===== config.mk =====
export PLATFORM = sky130hd
export DESIGN_NAME = comparator_unit
export DESIGN_NICKNAME = d
export VERILOG_FILES = /design/src/rtl/comparator_unit_pkg.sv /design/src/rtl/comparator_core.sv /design/src/rtl/comparator_unit.sv
export SDC_FILE = /design/constraint.sdc
export NUM_CORES = 1
export LEC_CHECK = 0
export BUFFER_PORTS_ARGS = -buffer_cell sky130_fd_sc_hd__buf_2
export CORE_MARGIN = 2
export CORE_UTILIZATION = 30
export DETAILED_ROUTE_END_ITERATION = 8
export PLACE_DENSITY = 0.57
export SETUP_SLACK_MARGIN = 0.4
export SYNTH_ARGS = -nofsm -noshare
export SYNTH_HDL_FRONTEND = slang
export SYNTH_HIERARCHICAL = 1
export SYNTH_SLANG_ARGS = --single-unit

===== constraint.sdc =====
create_clock -name clk -period 2.3 [get_ports clk]
set_clock_uncertainty 0.1 [all_clocks]
set_input_delay 0.46 -clock clk [delete_from_list [all_inputs] [get_ports clk]]
set_output_delay 0.46 -clock clk [all_outputs]
set_load 0.05 [all_outputs]

===== src/rtl/comparator_unit_pkg.sv =====
// comparator_unit_pkg: result struct and reset constant shared by comparator_unit and comparator_core
package comparator_unit_pkg;
  typedef struct packed {
    logic eq;
    logic ne;
    logic lt;
    logic gt;
    logic le;
    logic ge;
  } cmp_result_t;
  localparam cmp_result_t CMP_RESULT_RESET = '{eq: 1'b1, ne: 1'b0, lt: 1'b0, gt: 1'b0, le: 1'b1, ge: 1'b1};
endpackage


===== src/rtl/comparator_core.sv =====
// comparator_core: combinational eq/ne/lt/gt/le/ge of a vs b (ports a, b, signed_mode, [mask with COMPARATOR_UNIT_MASK_EN], res)
module comparator_core
  import comparator_unit_pkg::*;
#(
  parameter int WIDTH = 32
) (
  input  logic [WIDTH-1:0] a,
  input  logic [WIDTH-1:0] b,
  input  logic             signed_mode,
`ifdef COMPARATOR_UNIT_MASK_EN
  input  logic [WIDTH-1:0] mask,
`endif
  output cmp_result_t      res
);
  // flipping the sign bit maps two's-complement order onto unsigned order
  logic [WIDTH-1:0] flip, ax, bx;
  logic eq, lt, gt;
  assign flip = WIDTH'(signed_mode) << (WIDTH - 1);
  assign ax = a ^ flip;
  assign bx = b ^ flip;
`ifdef COMPARATOR_UNIT_MASK_EN
  assign eq = ((a ^ b) & mask) == '0;
`else
  assign eq = a == b;
`endif
  assign lt = ax < bx;
  assign gt = ax > bx;
  assign res = '{eq: eq, ne: ~eq, lt: lt, gt: gt, le: ~gt, ge: ~lt};
endmodule


===== src/rtl/comparator_unit.sv =====
// comparator_unit: combinational equality c plus registered, valid-qualified relation set; mask port with COMPARATOR_UNIT_MASK_EN
// ports: clk, reset (async active-low), a, b, [mask], in_valid, signed_mode -> c, out_valid, eq_q, ne_q, lt_q, gt_q, le_q, ge_q
module comparator_unit
  import comparator_unit_pkg::*;
#(
  parameter int WIDTH = 32
) (
  input  logic             clk,
  input  logic             reset,
  input  logic [WIDTH-1:0] a,
  input  logic [WIDTH-1:0] b,
`ifdef COMPARATOR_UNIT_MASK_EN
  input  logic [WIDTH-1:0] mask,
`endif
  output logic             c,
  input  logic             in_valid,
  input  logic             signed_mode,
  output logic             out_valid,
  output logic             eq_q,
  output logic             ne_q,
  output logic             lt_q,
  output logic             gt_q,
  output logic             le_q,
  output logic             ge_q
);
  cmp_result_t res, res_q;
  comparator_core #(.WIDTH(WIDTH)) u_core (
    .a(a),
    .b(b),
    .signed_mode(signed_mode),
`ifdef COMPARATOR_UNIT_MASK_EN
    .mask(mask),
`endif
    .res(res)
  );
  assign c = res.eq;
  always_ff @(posedge clk or negedge reset) begin
    if (!reset) begin
      out_valid <= 1'b0;
      res_q <= CMP_RESULT_RESET;
    end else begin
      out_valid <= in_valid;
      if (in_valid) res_q <= res;
    end
  end
  assign eq_q = res_q.eq;
  assign ne_q = res_q.ne;
  assign lt_q = res_q.lt;
  assign gt_q = res_q.gt;
  assign le_q = res_q.le;
  assign ge_q = res_q.ge;
endmodule


==> reports/results.ini <==
[yosys]
synth_top_family_by_area = adder cells
ys.flop_type = dfrtp_1
ys_ff_latch = 7
postSynthCellCount = 138
synth-compound-area-share_pct = 15.6
synthDistinctLibCells = 29
synth.top_cell.area_share_pct = 32.6
async_flop_share_pct = 100
ys_seq_area_share_pct = 15.1
synth_xor_area_share_pct = 1.37
syn-num-nets = 237
syn-mean-instance-area_sq_um = 8.61
synth_edf_count = 0
syn-cell-area_sq_um = 1190
synth.area.mux_share_pct = 7.58
synthSimpleGateAreaFrac_pct = 14.5
ys_warn_count = 6
yosys-top-cells-area = ha_1 33%, inv_1 10%, dfrtp_1 8.4%
synthAdderAreaFrac_pct = 32.6
yosys.area.top_type = ha_1

[floorplan]
initial_core_util_pct = 31.8
die_w_um = 66.9
core_area_sq_um = 3740
die_h_um = 66.9
rows = 22
ios = 76
die_area_sq_um = 4480

[global_routing]
grt_usage_pct = 13.7
grt_overflow = 0
grt_max_degree = 8
grt_antenna_before_repair = 0
grt_pass1_vias = 1263
grt_pass1_wl_um = 4800

[setup_path]
crit_path_cell_trace = buf_6 > inv_2 > ha_4 > nand2_4 > buf_12 > nor4_4 > nand3_2 > inv_2 > buf_8
crit_slowest_cell = nor4_4
r2r_slack_ps = 1440
cp_top_family = simple AND/OR/NAND/NOR gates
cp_common_cell = inv_2
end_kind = output port
critical_path_class = in -> out
timing.critical_path.buf_inv = 5
r2r-end = ne_q
required_ps = 1740
path_max_fanout = 2
r2r-start = ne_q
worst-endpoint-arrival_ps = 1640
cpPeakStageDelay_ps = 280
reg2reg_depth = 1
worst_setup_path_start_kind = primary input

[sta]
fin_crit_ps = 2200
holdWs_ps = 375
worstMarginPinSlew_ps = 275
period_share_pct = 95.5
hold_viol = 0
drv_slew = 0
setup_viol = 0
relSlewSlack_pct = 81.6
rsz0062_at_grt = true
max_freq_mhz = 455
timing.final.ws_setup_ps = 103
tns_ps = 0

[drt]
drt_wl_total_um = 3140
drt_first_iter_violations = 36
vias_per_cell = 4.56
postRouteAntennaNets = 0
drcViolationCount = 0
drt-pass1-iter-count = 4
vias = 1276
wl_per_cell_um = 11.2

[clock_network]
htree_levels = 1
clk_latency_ps = 220
cts_buffers = 3
cts_tree = done
root_buffer = clkbuf_8
cts.clk_slew.worst_paths_ps = 40
clockBufferDepth = 2
clock-sinks = 7

[finish]
drive_above_1_share_pct = 66.4
multi_input_area_sq_um = 1150
ff_latch_area_sq_um = 179
nNetsFinal = 332
fillers = 348
antenna_cells = 0
area_growth_pct = 88.2

[power]
ir_drop_uv = 157
power.density_nw_per_um2 = 326
p_leak_nw = 1.13

[place]
gp_congestion = 0.682
io_buffers = 75
post-place-ws_ps = -141
dp_hpwl_um = 2490

[worst_hold_path]
min_to = out_valid
worst_hold_path_type = in -> reg
hold_depth = 1
min_from = in_valid

[run_status]
status = finished, final reports clean

[job]
maxCapViolations = 0

-- final cells by class --
class	instances	area share [%]
Multi-Input combinational cell	94	51.3
Timing Repair Buffer	94	29.5
Sequential cell	7	8.00
Inverter	33	6.54
Tap cell	48	2.68
Clock buffer	4	2.01
-- cells in the mapped netlist (3+ instances only) --
| cell | number |
|---|---|
| nor2_1 | 6 |
| buf_4 | 3 |
| and4_1 | 4 |
| ha_1 | 31 |
| a21oi_1 | 10 |
| o21ai_0 | 6 |
| dfstp_2 | 3 |
| dfrtp_1 | 4 |
| mux2_4 | 6 |
| nand2_1 | 7 |
| a211oi_1 | 4 |
| inv_1 | 33 |
-- logic make-up after synthesis --
kind of cell	Yosys count
adder cells (fa/ha/maj)	31
flip-flops	7
buffers and inverters	37
AO/OA/AOI/OAI	29
XOR/XNOR	1
multiplexers	6
AND/OR/NAND/NOR	27
-- placed cells by master (no fill, tap or decap), types with 3 or more instances in the layout --
master and count:
buf_4 16, dfrtp_1 4, o21ai_0 5, buf_6 19, nor2_1 5, ha_4 20, dfstp_2 3, nand2_1 5
a21oi_1 9, inv_2 10, clkbuf_8 3, and4_1 3, inv_4 4, buf_2 56, inv_1 18, mux2_4 6
ha_1 11
-- how the worst max path moves through the flow --
stage               slack [ps]    to  cells after the start   from
floorplan                   30  gt_q                      9   b[9]
global placement          -110     c                      8   b[9]
detailed placement        -140     c                      8   b[9]
CTS                        110     c                      9  b[26]
global route                30     c                      9  b[28]
finish                     100     c                      9   b[7]
-- metal layers --
layer	up-vias	share of wire (%)	GRT usage [%]
met5	-	0	0
met4	0	1.1	4.08
met3	4	5.7	1.18
met2	48	51	26.1
met1	558	42	15.9
li1	666	-	-
-- through the flow --
step	instance area [sq um]	power, W	instances	util [%]
after floorplan	1340	0.000369	138	-
after global placement	1820	0.000492	266	48.6
after detailed placement	1820	0.000494	266	48.6
after CTS	2170	0.000721	278	58.0
after global routing	2240	0.000786	280	59.8
final	2240	0.000729	280	59.8
-- repair_timing --
item                                    CTS  global route
gates resized for setup                  45             7
pin swaps                                20             5
hold buffers                              1             0
hold endpoints to repair                  4             0
endpoints found under the setup margin    6             6
setup buffers                             7             2
-- where the power goes --
group | switching (W) | leakage, nW | total, W | internal (W)
clock | 0.0000479 | 0.0228 | 0.000167 | 0.000119
sequential | 0.00000736 | 0.0751 | 0.000151 | 0.000143
combinational | 0.000198 | 1.03 | 0.000411 | 0.000213
-- registers in the layout, summed over array words and instances (netlist names) --
name and cells:
eq_q 1, lt_q 1, out_valid 1, ge_q 1, le_q 1, gt_q 1
ne_q 1
Note: power is estimated with default switching activity, not from simulation.
